$ cat src/rtl/instr_fetch_if.sv
// instr_fetch_if: signal bundle around the fetch stage.
//   PC side     : pc_in, flush, pc_count
//   Memory side : imem_req, imem_addr, imem_ack, imem_rdata
//   Decode side : inst, inst_pc, inst_valid, inst_ready, fetch_fault
// modport master is the fetch stage's view; modport slave is the view of the
// surrounding PC / memory / decode logic.
interface instr_fetch_if;
   logic [31:0] pc_in;
   logic        flush;
   logic        pc_count;
   logic        imem_req;
   logic [31:0] imem_addr;
   logic        imem_ack;
   logic [31:0] imem_rdata;
   logic [31:0] inst;
   logic [31:0] inst_pc;
   logic        inst_valid;
   logic        inst_ready;
   logic        fetch_fault;

   modport master (
      input  pc_in, flush, imem_ack, imem_rdata, inst_ready,
      output pc_count, imem_req, imem_addr, inst, inst_pc, inst_valid, fetch_fault
   );

   modport slave (
      output pc_in, flush, imem_ack, imem_rdata, inst_ready,
      input  pc_count, imem_req, imem_addr, inst, inst_pc, inst_valid, fetch_fault
   );
endinterface

$ cat src/rtl/instr_fetch.sv
// instr_fetch: fetch stage between the PC and decode.
// Latches pc_in, performs a req/ack read of instruction memory, presents the
// returned word to decode with a valid/ready handshake and strobes pc_count
// when decode accepts. A flush redirects the stage; a response already in
// flight is drained and discarded.
// Ports:
//   clk  - clock, rising edge
//   rst  - asynchronous active-low reset
//   bus  - instr_fetch_if.master (PC, instruction memory and decode signals)
// Build option: FETCH_ALIGN_CHECK_EN - a misaligned pc_in skips the memory
//   read and presents NOP_WORD with fetch_fault set. When undefined,
//   fetch_fault is 0 and imem_addr[1:0] is forced to 2'b00.
module instr_fetch #(
   parameter logic [31:0] RESET_PC = 32'h0040_0000,
   parameter logic [31:0] NOP_WORD = 32'h0000_0000
) (
   input logic         clk,
   input logic         rst,
   instr_fetch_if.master bus
);

   typedef enum logic [1:0] {ISSUE, WAIT, VALID, DRAIN} state_t;

   state_t      state;
   state_t      state_next;
   logic [31:0] req_addr;
   logic [31:0] inst_q;
   logic [31:0] inst_pc_q;
   logic        misaligned;
   logic        req_o;
   logic        valid_o;
   logic        count_o;
   logic        fault_o;

`ifdef FETCH_ALIGN_CHECK_EN
   logic fault_q;
   assign misaligned = (bus.pc_in[1:0] != 2'b00);
`else
   assign misaligned = 1'b0;
`endif

   // State register
   always_ff @(posedge clk or negedge rst) begin
      if (!rst) state <= ISSUE;
      else      state <= state_next;
   end

   // Next-state logic
   always_comb begin
      state_next = state;
      case (state)
         ISSUE: if (!bus.flush) state_next = misaligned ? VALID : WAIT;
         WAIT: begin
            if (bus.imem_ack)   state_next = bus.flush ? ISSUE : VALID;
            else if (bus.flush) state_next = DRAIN;
         end
         // Redirect already taken; only the outstanding ack matters here.
         DRAIN: if (bus.imem_ack) state_next = ISSUE;
         VALID: if (bus.flush || bus.inst_ready) state_next = ISSUE;
         default: state_next = ISSUE;
      endcase
   end

   // Output logic
   always_comb begin
      req_o   = (state == WAIT) || (state == DRAIN);
      valid_o = (state == VALID);
      // flush wins over a same-cycle accept: the PC takes the redirect instead.
      count_o = (state == VALID) && bus.inst_ready && !bus.flush;
`ifdef FETCH_ALIGN_CHECK_EN
      fault_o = fault_q;
`else
      fault_o = 1'b0;
`endif
   end

   // Request address and instruction holding registers
   always_ff @(posedge clk or negedge rst) begin
      if (!rst) begin
         req_addr  <= RESET_PC;
         inst_q    <= '0;
         inst_pc_q <= RESET_PC;
      end else begin
         if (state == ISSUE) begin
            req_addr <= bus.pc_in;
            if (misaligned && !bus.flush) begin
               inst_q    <= NOP_WORD;
               inst_pc_q <= bus.pc_in;
            end
         end
         if (state == WAIT && bus.imem_ack && !bus.flush) begin
            inst_q    <= bus.imem_rdata;
            inst_pc_q <= req_addr;
         end
      end
   end

`ifdef FETCH_ALIGN_CHECK_EN
   always_ff @(posedge clk or negedge rst) begin
      if (!rst)
         fault_q <= 1'b0;
      else if (state == ISSUE && misaligned && !bus.flush)
         fault_q <= 1'b1;
      else if (state == VALID && state_next != VALID)
         fault_q <= 1'b0;
   end
`endif

   assign bus.imem_req    = req_o;
`ifdef FETCH_ALIGN_CHECK_EN
   assign bus.imem_addr   = req_addr;
`else
   assign bus.imem_addr   = {req_addr[31:2], 2'b00};
`endif
   assign bus.inst        = inst_q;
   assign bus.inst_pc     = inst_pc_q;
   assign bus.inst_valid  = valid_o;
   assign bus.pc_count    = count_o;
   assign bus.fetch_fault = fault_o;

endmodule

$ cat src/flat_wrapper.sv
// flat-port wrapper written by rule: the top's interface ports become plain ports
module instr_fetch_flat 
#(
   parameter logic [31:0] RESET_PC = 32'h0040_0000,
   parameter logic [31:0] NOP_WORD = 32'h0000_0000
)
  (clk, rst, bus_pc_in, bus_flush, bus_imem_ack, bus_imem_rdata, bus_inst_ready, bus_pc_count, bus_imem_req, bus_imem_addr, bus_inst, bus_inst_pc, bus_inst_valid, bus_fetch_fault);
  instr_fetch_if bus_i ();
  input logic clk;
  input logic rst;
  input wire logic [$bits(bus_i.pc_in)-1:0] bus_pc_in;
  input wire logic [$bits(bus_i.flush)-1:0] bus_flush;
  input wire logic [$bits(bus_i.imem_ack)-1:0] bus_imem_ack;
  input wire logic [$bits(bus_i.imem_rdata)-1:0] bus_imem_rdata;
  input wire logic [$bits(bus_i.inst_ready)-1:0] bus_inst_ready;
  output wire logic [$bits(bus_i.pc_count)-1:0] bus_pc_count;
  output wire logic [$bits(bus_i.imem_req)-1:0] bus_imem_req;
  output wire logic [$bits(bus_i.imem_addr)-1:0] bus_imem_addr;
  output wire logic [$bits(bus_i.inst)-1:0] bus_inst;
  output wire logic [$bits(bus_i.inst_pc)-1:0] bus_inst_pc;
  output wire logic [$bits(bus_i.inst_valid)-1:0] bus_inst_valid;
  output wire logic [$bits(bus_i.fetch_fault)-1:0] bus_fetch_fault;
  assign bus_i.pc_in = bus_pc_in;
  assign bus_i.flush = bus_flush;
  assign bus_i.imem_ack = bus_imem_ack;
  assign bus_i.imem_rdata = bus_imem_rdata;
  assign bus_i.inst_ready = bus_inst_ready;
  assign bus_pc_count = bus_i.pc_count;
  assign bus_imem_req = bus_i.imem_req;
  assign bus_imem_addr = bus_i.imem_addr;
  assign bus_inst = bus_i.inst;
  assign bus_inst_pc = bus_i.inst_pc;
  assign bus_inst_valid = bus_i.inst_valid;
  assign bus_fetch_fault = bus_i.fetch_fault;
  instr_fetch #(.RESET_PC(RESET_PC), .NOP_WORD(NOP_WORD)) u_core (.clk(clk), .rst(rst), .bus(bus_i));
endmodule
$ cat config.mk
export PLATFORM = sky130hd
export DESIGN_NAME = instr_fetch_flat
export DESIGN_NICKNAME = d
export VERILOG_FILES = /design/src/rtl/instr_fetch_if.sv /design/src/rtl/instr_fetch.sv /design/src/flat_wrapper.sv
export SDC_FILE = /design/constraint.sdc
export NUM_CORES = 1
export LEC_CHECK = 0
export ABC_AREA = 1
export BUFFER_PORTS_ARGS = -buffer_cell sky130_fd_sc_hd__buf_2
export CORE_ASPECT_RATIO = 1.25
export CORE_MARGIN = 4
export CORE_UTILIZATION = 49
export DETAILED_ROUTE_END_ITERATION = 10
export HOLD_SLACK_MARGIN = 0.12
export PLACE_DENSITY = 0.79
export SYNTH_ARGS = -nofsm -noshare
export SYNTH_HDL_FRONTEND = slang
export SYNTH_SLANG_ARGS = --single-unit
$ cat constraint.sdc
create_clock -name clk -period 1.3 [get_ports clk]
set_input_delay 0.13 -clock clk [delete_from_list [all_inputs] [get_ports clk]]
set_output_delay 0.13 -clock clk [all_outputs]
set_load 0.01 [all_outputs]
# After elaboration in Yosys (flattened, before gate mapping)
# Index checks and enable logic that the tools add are counted.
[word_totals]
register_bits = 98
out_inout_bits = 100
in_bits = 69
[classes]
n_mux = 7
eq_ne = 7
reduce_logical = 9
[ops]
columns = ["cell", "n"]
rows = [
  ["2-to-1 mux 2 bit", 6],
  ["case mux 2 bit (4 select lines)", 1],
  ["equality test 2 bit (second input constant)", 2],
  ["logical AND 1 bit", 4],
  ["!= test 2 bit (second input constant)", 2],
  ["AND reduction 4 bit", 1],
  ["!= test 3 bit (second input constant)", 1],
  ["equality test 2 x 1 -> 1 bit (second input constant)", 1],
  ["logical NOT 2 bit", 1],
  ["logical OR 1 bit", 2],
  ["!= test 2 x 1 -> 1 bit (second input constant)", 1],
  ["logical NOT 1 bit", 1],
]

# Logic depth before layout (Yosys ltp)
[logic_depth]
ltp_word = 3
ltp_mapped = 7

# Worst setup path after synthesis
# OpenSTA, ideal clock, no wires.
[synth_path]
path_kind = "flip-flop to flip-flop"
from = "reg u_core.state[1]"
to = "reg u_core.inst_q[16] (netlist: u_core.bus.inst[16])"
t_required_ps = 1183
n_path_buf = 2
arrival_ps = 1053
stages_incl_launch_ff = 7
synth_period_minus_slack_ps = 1169
setup_slack_ps = 131
cell_sequence = "dfrtp_1 > nor2_4 > nand3_4 > buf_12 > buf_8 > nand2_2 > o21ai_2"
[synth_via]
elab_chain_cells = 3
[synth_lines]
columns = ["element", "line", "rtl"]
rows = [
  ["start, declared", "instr_fetch.sv:24", "state_t state;"],
  ["start signal, assigned", "instr_fetch.sv:45", "else state <= state_next;"],
  ["equality test 2 x 1 -> 1 bit", "instr_fetch.sv:91", "if (state == WAIT && bus.imem_ack && !bus.flush) begin"],
  ["logical AND 1 bit (2 in a row)", "instr_fetch.sv:91", ""],
  ["end signal, assigned", "instr_fetch.sv:92", "inst_q <= bus.imem_rdata;"],
  ["end, declared", "instr_fetch.sv:27", "logic [31:0] inst_q;"],
]
# Every way passes these cells.
# A chain may end at the register's enable or synchronous reset.

# Final worst setup path
[layout_path]
from = "reg u_core.state[1]"
to = "reg u_core.req_addr[21]"
[layout_via]
elab_chain_cells = 1
[layout_lines]
columns = ["element", "line", "rtl"]
rows = [
  ["logical NOT 2 bit", "instr_fetch.sv:84", "if (state == ISSUE) begin"],
  ["end signal, assigned", "instr_fetch.sv:85", "req_addr <= bus.pc_in;"],
  ["end, declared", "instr_fetch.sv:26", "logic [31:0] req_addr;"],
]
# Every way passes these cells.

==> impl_metrics.py <==
metrics = {
    "timing": {
        "final-setup-viol-count": 80,
        "slew_viol_final": 0,
        "finalHoldViolations": 0,
        "rsz0062_at_grt": "true",
        "skew_ps": 6.80,
        "layout_setup_ws_ps": -75.2,
        "fmax_ghz": 0.727,
        "fin_setup_tns_ps": -2970,
        "period_needed_ps": 1380,
        "post-route-period-util_pct": 106,
    },
    "power_and_ir_drop": {
        "cellPowerDensity_nw_per_um2": 2410,
        "p_int_uw": 9990,
        "switchingPower_uw": 6120,
        "p_leak_uw": 0.00353,
        "seqPwrFrac_pct": 34.5,
        "ir_drop_mv": 1.40,
        "switching_share_pct": 38.0,
        "combinationalPowerShare_pct": 47.1,
        "power_frac_clock_pct": 18.4,
    },
    "synth": {
        "syn_avg_cell_area_um2": 10.3,
        "yosysTopAreaCellShare_pct": 52.8,
        "synthArstFlopShare_pct": 100,
        "synth_common_cells": "96 x dfrtp_1, 88 x nand2_1, 68 x inv_1",
        "synth_edf_count": 0,
        "synthDistinctLibCells": 21,
        "yosys_warnings": 0,
        "synthFlopType": "dfrtp_1",
        "yosysTopAreaCell": "dfrtp_1",
        "yosys_register_bits": 98,
        "syn_area_um2": 4550,
        "syn_inst": 441,
        "yosysMostFrequentCell": "dfrtp_1",
        "synth_area_leaders": "dfrtp_1 53%, o21ai_2 12%, nand2_1 7.3%",
        "yosysSeqAreaShare_pct": 54.0,
    },
    "global_routing": {
        "grt_pass1_wl_um": 16800,
        "antenna_found_initial": 0,
        "grt_pass1_vias": 3573,
        "track_usage_pct": 19.6,
        "overflow": 0,
        "grt_start_max_net_pins": 58,
    },
    "placed_design": {
        "gp_congestion": 0.744,
        "port_buffers": 165,
        "dp_hpwl_um": 6630,
        "dp_worst_setup_slack_ps": 23.9,
        "placed_cells": 683,
    },
    "critical_path": {
        "cp_data_arrival_time_ps": 1580,
        "path_max_fanout": 6,
        "rr_worst_depth": 6,
        "critPathKind": "register to register",
        "start_kind": "register",
        "crit_required_ps": 1510,
        "setup.worst_path.end_class": "register",
    },
    "cells_and_area": {
        "antennaDiodeCount": 0,
        "drive_gt1_share_pct": 50.1,
        "finalNonFillerCells": 791,
        "postLayoutCoreUtil_pct": 73.3,
        "nNetsFinal": 733,
        "syn_to_final_growth_pct": 47.1,
    },
    "detailed_routing": {
        "ant_nets": 0,
        "remaining_drc_errors": 0,
        "viasPerCell": 4.80,
        "wl_per_cell_um": 16.3,
        "vias": 3793,
        "drtIter0Drc": 206,
        "routed_wl_um": 12900,
        "firstDrtPassIters": 4,
    },
    "die": {
        "dieArea_um2": 10900,
        "die_w_um": 94.2,
        "rows": 39,
        "start_util_pct": 49.8,
        "core_um2": 9130,
        "io-pin-count": 169,
        "dieHeight_um": 116,
    },
    "job": {
        "drv_cap": 0,
    },
    "cts": {
        "clkSlewWorstSetupHoldPaths_ps": 70,
        "insertion_delay_ps": 340,
        "clock_path_buffers": 2,
        "htreeDepth": 3,
        "numCtsBuffers": 9,
        "cts-root-buf": "clkbuf_16",
        "cts_tree": "done",
        "clock-sinks": 98,
    },
    "run_status": {
        "status": "finished with violations",
        "violations": "setup timing",
    },
    "hold_path": {
        "hp-class": "input pin to register",
        "min_path_cells": 3,
    },
}
## final timing paths
kind	end	from	slack [ps]
worst max-delay path	u_core.req_addr[21]	u_core.state[1]	-80
worst min-delay path	u_core.state[0]	bus_inst_ready	160
worst max register to register	u_core.req_addr[21]	u_core.state[1]	-80
worst min register to register	u_core.bus.inst_pc[29]	u_core.bus.inst_pc[29]	480
max in group asynchronous	u_core.req_addr[2]	rst	510
min in group asynchronous	u_core.bus.inst[6]	rst	210
## state kept, by name, indices dropped and copies added, names as in the netlist
signal	count
u_core.bus.inst	32
u_core.bus.inst_pc	32
u_core.req_addr	32
u_core.state	2
## cell families after synthesis
logic type | synth area share (%)
other cells | 0.0825
simple gates | 11.6
buf+inv | 18.1
compound gates | 16.2
flops | 54.0
## layout by cell type, fill, tap and decap left out, types with 4 or more instances in the layout
cell type,n
buf_2,163
dfrtp_1,94
inv_1,68
dlygate4sd3_1,65
o21ai_2,64
nand2_1,62
nand2_2,43
clkbuf_16,18
o21ai_0,16
o21ai_1,15
buf_6,10
buf_12,8
buf_4,7
nor2_1,4
## metal layers
metal	part of all wire, %	global-route usage, %
met1	40	23.2
met2	52	34.9
met3	5.4	3.64
met4	2.5	8.09
met5	0	0
## worst max-delay path, stage by stage (launching register included)
cell       delay [ps]
dfrtp_2           410
buf_4             150
buf_4             130
nor2_4            160
buf_12            170
clkbuf_16         150
o21ai_0            90
## repair_timing
| item | CTS | global route |
|---|---|---|
| pin swaps | 2 | 2 |
| gates cloned | 0 | 19 |
| resized for setup | 7 | 56 |
| setup endpoints to repair | 2 | 97 |
| hold buffers | 65 | 0 |
| hold endpoints to repair | 162 | 0 |
| buffers inserted | 4 | 5 |
## per-stage QoR
stage / area, um2 / hold WS (ps) / power (uW)
floorplan: 4560 / -166 / 9810
global placement: 5110 / 14.9 / 10900
detailed placement: 5110 / 19.2 / 11200
CTS: 6130 / 147 / 14500
global route: 6690 / 190 / 17100
finish: 6690 / 161 / 16100
## cell type report
type	count	area, um2
Tap cell	123	154
Clock inverter	5	104
Inverter	68	255
Fill cell	588	2440
Sequential cell	98	2460
Timing Repair Buffer	267	2120
Clock buffer	10	229
Multi-Input combinational cell	220	1370
## power by group through the flow
stage / Clock [uW] / Combinational (uW) / Sequential [uW]
2_1_floorplan: 0 / 3990 / 5820
3_3_place_gp: 0 / 5530 / 5400
3_5_place_dp: 0 / 5740 / 5470
4_1_cts: 3000 / 6070 / 5400
5_1_grt: 3120 / 8270 / 5700
6_report: 2960 / 7590 / 5550
No activity file was read; power rests on OpenSTA's default activity.
